### src/rtl/display_pkg.sv
// Shared types and constants for the multiplexed 7-segment display scanner.
package display_pkg;

  localparam int BCD_W = 4;

  localparam logic [6:0] SEG_BLANK = 7'b0000000;
  localparam logic [6:0] SEG_F     = 7'b1110001;

  typedef enum logic [1:0] {
    IDLE,
    SHOW,
    BLANK
  } scan_state_t;

endpackage

### src/rtl/display_scanner_decoder.sv
// Shared BCD-to-7-segment decoder (gfedcba, 1 = segment on); codes above 9 render 'F'.
module display_scanner_decoder
  import display_pkg::*;
(
  input  logic [BCD_W-1:0] bcd_in,
  output logic [6:0]       segment_out
);

  always_comb begin
    // NOTE: a default on every path keeps combinational logic from inferring a latch.
    segment_out = SEG_F;
    case (bcd_in)
      4'd0: segment_out = 7'b0111111;
      4'd1: segment_out = 7'b0000110;
      4'd2: segment_out = 7'b1011011;
      4'd3: segment_out = 7'b1001111;
      4'd4: segment_out = 7'b1100110;
      4'd5: segment_out = 7'b1101101;
      4'd6: segment_out = 7'b1111101;
      4'd7: segment_out = 7'b0000111;
      4'd8: segment_out = 7'b1111111;
      4'd9: segment_out = 7'b1101111;
      default: segment_out = SEG_F;
    endcase
  end

endmodule

### src/rtl/display_scanner.sv
// Time-multiplexed scanner driving NUM_DIGITS common-cathode digits from one shared decoder.
// Optional macro LEADING_ZERO_BLANK_EN darkens leading zero digits (digit 0 always shown).
module display_scanner
  import display_pkg::*;
#(
  parameter int NUM_DIGITS   = 4,
  parameter int DWELL_CYCLES = 1000,
  parameter int BLANK_CYCLES = 16
) (
  input  logic                        clk,
  input  logic                        rst,
  input  logic                        en,
  input  logic                        load,
  input  logic [BCD_W*NUM_DIGITS-1:0] bcd_in,
  output logic [6:0]                  segment_out,
  output logic [NUM_DIGITS-1:0]       digit_sel,
  output logic                        frame_done
);

  localparam int TMAX = (DWELL_CYCLES > BLANK_CYCLES) ? DWELL_CYCLES : BLANK_CYCLES;
  localparam int TW   = $clog2(TMAX + 1);
  localparam int IW   = (NUM_DIGITS > 1) ? $clog2(NUM_DIGITS) : 1;
  localparam int WW   = BCD_W * NUM_DIGITS;

  localparam logic [TW-1:0] DWELL_LAST = TW'(DWELL_CYCLES - 1);
  localparam logic [TW-1:0] BLANK_LAST = TW'((BLANK_CYCLES > 0) ? BLANK_CYCLES - 1 : 0);
  localparam logic [IW-1:0] IDX_LAST   = IW'(NUM_DIGITS - 1);

  scan_state_t       state;
  logic [IW-1:0]     idx;
  logic [TW-1:0]     timer;
  logic [WW-1:0]     staging;
  logic [WW-1:0]     shadow;
  logic              pending;

  logic [BCD_W-1:0]  nibble;
  logic [6:0]        dec_seg;
  logic              blank_digit;
  logic              last_digit;
  logic [IW-1:0]     next_idx;
  logic              boundary;

  // idx/shadow feed the decoder a cycle ahead so the registered outputs line up with digit_sel.
  assign nibble     = shadow[int'(idx)*BCD_W +: BCD_W];
  assign last_digit = (idx == IDX_LAST);
  assign next_idx   = last_digit ? '0 : idx + IW'(1);

  display_scanner_decoder u_decoder (
    .bcd_in      (nibble),
    .segment_out (dec_seg)
  );

`ifdef LEADING_ZERO_BLANK_EN
  always_comb begin
    blank_digit = 1'b0;
    for (int i = 1; i < NUM_DIGITS; i++) begin
      if ((int'(idx) == i) && ((shadow >> (i*BCD_W)) == '0)) blank_digit = 1'b1;
    end
  end
`else
  assign blank_digit = 1'b0;
`endif

  // The last digit's phase ends here: dwell end when there is no blank phase, else blank end.
  assign boundary = en && last_digit &&
                    (((state == BLANK) && (timer == BLANK_LAST)) ||
                     ((state == SHOW) && (BLANK_CYCLES == 0) && (timer == DWELL_LAST)));

  always_ff @(posedge clk or posedge rst) begin
    if (rst) begin
      state       <= IDLE;
      idx         <= '0;
      timer       <= '0;
      segment_out <= SEG_BLANK;
      digit_sel   <= '0;
      frame_done  <= 1'b0;
      staging     <= '0;
      shadow      <= '0;
      pending     <= 1'b0;
    end else begin
      // NOTE: non-blocking assignments so every register updates from pre-edge values.
      frame_done <= 1'b0;

      // Double buffer: the displayed word only changes on a frame boundary while scanning.
      if (state == IDLE) begin
        if (load) shadow <= bcd_in;
      end else if (boundary) begin
        if (pending) shadow <= staging;
        pending <= load;
        if (load) staging <= bcd_in;
      end else if (load) begin
        staging <= bcd_in;
        pending <= 1'b1;
      end

      if (!en) begin
        state       <= IDLE;
        idx         <= '0;
        timer       <= '0;
        digit_sel   <= '0;
        segment_out <= SEG_BLANK;
      end else begin
        case (state)
          IDLE: begin
            state       <= SHOW;
            idx         <= '0;
            timer       <= '0;
            digit_sel   <= '0;
            segment_out <= SEG_BLANK;
          end
          SHOW: begin
            digit_sel   <= NUM_DIGITS'(1) << idx;
            segment_out <= blank_digit ? SEG_BLANK : dec_seg;
            if (timer == DWELL_LAST) begin
              timer <= '0;
              if (BLANK_CYCLES > 0) begin
                state <= BLANK;
              end else begin
                idx        <= next_idx;
                frame_done <= last_digit;
              end
            end else begin
              timer <= timer + TW'(1);
            end
          end
          BLANK: begin
            digit_sel   <= '0;
            segment_out <= SEG_BLANK;
            if (timer == BLANK_LAST) begin
              timer      <= '0;
              state      <= SHOW;
              idx        <= next_idx;
              frame_done <= last_digit;
            end else begin
              timer <= timer + TW'(1);
            end
          end
          default: begin
            state <= IDLE;
            idx   <= '0;
            timer <= '0;
          end
        endcase
      end
    end
  end

endmodule

### config.mk
export PLATFORM = sky130hd
export DESIGN_NAME = display_scanner
export DESIGN_NICKNAME = d
export VERILOG_FILES = /design/src/rtl/display_pkg.sv /design/src/rtl/display_scanner_decoder.sv /design/src/rtl/display_scanner.sv
export SDC_FILE = /design/constraint.sdc
export NUM_CORES = 1
export LEC_CHECK = 0
export ABC_AREA = 0
export CAP_MARGIN = 20
export CORE_ASPECT_RATIO = 1.75
export CORE_UTILIZATION = 23
export DETAILED_ROUTE_END_ITERATION = 8
export GPL_TIMING_DRIVEN = 0
export HOLD_SLACK_MARGIN = 0.15
export PLACE_DENSITY = 0.36
export SYNTH_ARGS = -nofsm -noshare
export SYNTH_HDL_FRONTEND = slang
export SYNTH_SLANG_ARGS = --single-unit
### constraint.sdc
create_clock -name clk -period 2.66 [get_ports clk]
set_input_delay 0.532 -clock clk [delete_from_list [all_inputs] [get_ports clk]]
set_output_delay 0.532 -clock clk [all_outputs]
set_load 0.01 [all_outputs]
# Word-level counts from Yosys, hierarchy flattened
# Memory sizes are Yosys's and may differ from the RTL's.
# Cells that the tools add are included.
# totals
register_bits	59
romBits	112
input_bits	20
out_inout_bits	12
wordCells	63
n_memories	1
# classes
add_sub_neg	2
eq_ne	10
shifts	2
n_mux	25
n_bitwise	1
n_reduce_logical	13
# mem_list
name	depth	word_bits	read_ports	rd_ports_with_merged_regs	wr	line_no	rtl
(no name shown)	16	7	1	0	0	display_scanner_decoder.sv:12	case (bcd_in)
# op_table
cell	n
$mux 16	4
$mux 10	3
$pmux 10 s2	1
$shiftx 16x5->4	1
$pmux 7 s2	1
$mux 2	6
$add 10x1->10 const B	1
$eq 10x10->1 const B	1
$eq 10x4->1 const B	1
$ne 3x2->1 const B	3
$pmux 4 s2	1
$reduce_and 2->1	4
$mux 7	1
$pmux 2 s3	1
$reduce_bool 2->1	3
$mux 1	5
$eq 2x2->1 const B	2
$mux 4	1
$ne 2x2->1 const B	2
$pmux 2 s2	1
$shl 1x2->4 const A	1
$logic_and 1x1->1	3
$reduce_and 3->1	1
$add 2x1->2 const B	1
4 further kinds	4

# Longest topological paths before layout
# logic_depth
depth_word	5
mapped_depth	7
mapped_depth_nobuf	6

# Cells and area by module
# A second synthesis with hierarchy kept.
# unflattened
cells_unflattened	238
area_unflattened_um2	3050.4
# modules_own_cells
module	instances	cells_per_inst	area_per_inst_um2	seq_area_each_um2
display_scanner	1	210	2831.5	1476.4
display_scanner_decoder	1	28	219.0	0.0

# Worst setup path after synthesis
# No wires, ideal clock.
# synth_path
path_kind	flip-flop to flip-flop
start	register state[0]
end	register shadow[0]
setup_ns	0.125
arrival_ns	1.809
required_time_ns	2.535
slack_ns	0.726
stages_incl_launch_ff	7
path_buffers	2
synth_period_minus_slack_ns	1.934
path_cell_list	dfrtp_1 > inv_1 > ha_1 > buf_2 > buf_1 > mux2_2 > mux2_2
# synth_via
elab_chain_len	5
word_cells_on_any_way	9
cone_classes	eq/ne: 2; mux: 1; reduce/logical: 6
# synth_rtl
element	line_no	rtl
start: declaration	display_scanner.sv:29	scan_state_t state;
start signal: assignment	display_scanner.sv:71	state <= IDLE;
start signal: assignment	display_scanner.sv:97	state <= IDLE;
start signal: assignment	display_scanner.sv:105	state <= SHOW;
$eq 2x2->1	display_scanner.sv:66	(((state == BLANK) && (timer == BLANK_LAST)) ||
$logic_and 1x1->1	display_scanner.sv:66	
$logic_and 1x1->1	display_scanner.sv:65	assign boundary = en && last_digit &&
$reduce_bool 2->1 (no source line)	--	
$reduce_and 3->1 (no source line)	--	
end signal: assignment	display_scanner.sv:86	if (load) shadow <= bcd_in;
end signal: assignment	display_scanner.sv:88	if (pending) shadow <= staging;
end: declaration	display_scanner.sv:33	logic [WW-1:0] shadow;
# Parallel ways exist; a longest one is shown, timed or not.
# A chain may end at the register's enable or synchronous reset.

# Worst setup path after layout
# layout_path
start	register state[0]
end	register shadow[3]
# Same word-level chain as after synthesis.

==> metrics.yaml <==
clock_network:
  post_cts_resized: 0
  postCtsSetupRepairBufs: 0
  htree_levels: 3
  ctsHoldBuffers: 0
  cts_inserted_buffers: 9
  cts-root-buf: "clkbuf_16"
  clk_latency_ns: 0.33
  cts.reportedPaths.clkPinSlew_ns: 0.05
  cts_buffer_depth: 2
  clkSinkCount: 59
  cts_tree: "built"
synth:
  synth_cells: 233
  synth_warnings: 0
  synth_common_cells: "dfrtp_1 (59), mux2_2 (48), nor2_1 (14)"
  async_reset_ff_frac: 1.00
  synth_top_cells_by_area: "dfrtp_1 (50%), mux2_2 (18%), ha_1 (5.5%)"
  yosysTopAreaCellShare: 0.500
  synth_nets: 266
  synthMostInstantiatedCell: "dfrtp_1"
  synth_largest_area_cell: "dfrtp_1"
  synth_flop_cell: "dfrtp_1"
  yosys.cell_types.count: 43
  synth_edf_count: 0
  synth_seq_cells: 59
  netlist_area_sq_mm: 0.00295
  syn_area_per_cell_sq_um: 12.7
  ys_seq_area_frac: 0.500
power_and_ir_drop:
  p_total_mw: 4.19
  power.internal_mw: 2.96
  p_leak_nw: 1.58
  p_seq_frac: 0.331
  ir_drop_mv: 0.304
  pwr-share-clk: 0.320
  pwr_density_cell_mw_per_mm2: 1090
  power_frac_comb: 0.350
  switching_share: 0.293
  p_sw_mw: 1.23
setup_path:
  criticalPathCategory: "register to register"
  crit_path_start_kind: "register"
  required_ns: 2.87
  cp_max_fo: 10
  worstPathArrival_ns: 2.64
  crit_path_end_kind: "register"
floorplanning:
  die_w_um: 87.6
  core_sq_mm: 0.0125
  io_pins: 32
  die_h_um: 152
  num_rows: 54
  dieArea_sq_mm: 0.0133
  initial_core_util: 0.236
cells_and_area:
  multi_input_area_sq_mm: 0.00136
  diodes: 0
  regArea_sq_mm: 0.00148
  drive_above_1_share: 0.292
  nNetsFinal: 309
  fillers: 1294
  syn_to_final_growth_pct: 29.9
  design_area_sq_mm: 0.00383
routing:
  highest_layer: "met4"
  dr_wl_met2_um: 3410
  ant_nets: 0
  wl_met3_um: 186
  remaining_drc_errors: 0
  routed_wl_um: 6440
  vias: 1895
  m1WireLength_um: 2680
  routed_via_density: 4.22
  wl_per_cell_um: 14.3
  dr.pass1.iters: 4
  drt_iter0_markers: 61
sta:
  holdWs_ns: 0.459
  setup_viol: 0
  max_clock_freq_mhz: 411
  maxSlewHeadroom: 0.421
  tightestPinTransition_ns: 0.861
  drv_slew: 0
  clock_skew_ns: 0.00510
  final.period_utilization: 0.914
  report.final.hold_viol_count: 0
  fin_crit_ns: 2.43
  rsz0062_at_grt: "no"
global_route:
  grt_pass1_vias: 2034
  antenna_found_initial: 0
  grtUsageTotal: 0.111
  grt-ovfl-total: 0
  grt_max_degree: 37
  grt_pass1_wl_um: 10800
placed_design:
  port_buffers: 31
  hpwl_um: 4720
  gp_congestion: 0.728
  placed_area_sq_mm: 0.00349
status:
  status: "complete, no violations"
hold_path:
  min_path_type: "register to register"
job:
  maxCapViolCount: 0
-- layer usage --
layer,track usage,up-vias
met5,0,-
met4,0.0562,0
met3,0.0310,13
met2,0.189,30
met1,0.122,933
li1,-,919
-- flip-flops by register name, indices dropped and copies added, names as in the netlist --
signal / cells
idx: 2
pending: 1
state: 2
shadow: 16
timer: 10
frame_done: 1
staging: 16
segment_out: 7
digit_sel: 4
-- critical path: stages, from the launching register on --
cell and delay [ns]:
dfrtp_1 0.42, inv_1 0.13, ha_1 0.21, buf_2 0.29, buf_1 0.57, mux2_2 0.42, mux2_2 0.26
-- worst paths after layout --
path,cells past startpoint,slack [ns],from,end
setup reg to reg,6,0.23,state[0]$_DFFE_PP0P_,shadow[3]$_DFFE_PP0P_
setup / recovery,6,0.23,state[0]$_DFFE_PP0P_,shadow[3]$_DFFE_PP0P_
min in group asynchronous,2,0.58,rst,timer[4]$_DFF_PP0_
hold reg to reg,1,0.46,timer[0]$_DFF_PP0_,timer[0]$_DFF_PP0_
hold / removal,1,0.46,timer[0]$_DFF_PP0_,timer[0]$_DFF_PP0_
max in group asynchronous,3,1.48,rst,shadow[11]$_DFFE_PP0P_
-- cell usage in the layout (no fill, tap or decap), types with 2 or more instances in the layout --
cell type | Yosys | layout
nand3_1 | 5 | 5
buf_1 | 2 | 2
mux2_2 | 48 | 48
bufinv_16 | 0 | 3
nor3_1 | 2 | 2
inv_1 | 13 | 12
mux4_2 | 4 | 4
nand2b_1 | 2 | 2
a22o_1 | 7 | 7
xnor2_1 | 5 | 5
dfrtp_1 | 59 | 59
buf_6 | 2 | 2
xor2_1 | 3 | 3
clkbuf_1 | 2 | 3
and3_1 | 3 | 3
nand4b_1 | 2 | 2
clkinv_2 | 0 | 2
clkbuf_16 | 0 | 9
clkbuf_8 | 1 | 2
clkdlybuf4s50_1 | 0 | 31
o21ai_0 | 12 | 12
a21oi_1 | 5 | 5
ha_1 | 13 | 13
nor2_1 | 14 | 14
nand2_1 | 7 | 7
-- logic make-up (layout without fill, tap and decap cells) --
kind of cell    after synthesis  count (layout)  share of synthesized area
flops                        59              59                      0.500
xor+xnor                      8               8                     0.0237
simple gates                 46              46                     0.0908
fa+ha+maj                    13              13                     0.0551
buf+inv                      22              70                     0.0373
mux                          52              52                      0.214
compound gates               33              33                     0.0789
-- layout make-up --
type	instances	share of cell area
repair buffers	32	0.0862
clock buffers	11	0.0633
multi-input cells	152	0.356
inverters	13	0.0127
flip-flops and latches	59	0.385
clock inverters	5	0.0261
well taps	168	0.0548
plain buffers	9	0.0160
-- per-stage QoR --
step                utilization  TNS, ns  std cells  setup WS, ns
finish                    0.307        0        449         0.230
global route              0.307        0        449         0.113
CTS                       0.307        0        449         0.158
detailed placement        0.279   -0.407        433       -0.0493
global placement          0.278   -38.54        432        -0.653
floorplan                     -        0        233         0.672
-- power by group through the flow --
stage / registers (mW) / logic, mW / clock network (mW)
final: 1.39 / 1.46 / 1.34
after global placement: 1.40 / 1.49 / 0
after global routing: 1.44 / 1.62 / 1.43
after floorplan: 1.38 / 1.06 / 0
after CTS: 1.39 / 1.51 / 1.38
after detailed placement: 1.41 / 1.50 / 0
No activity file was read; power rests on OpenSTA's default activity.
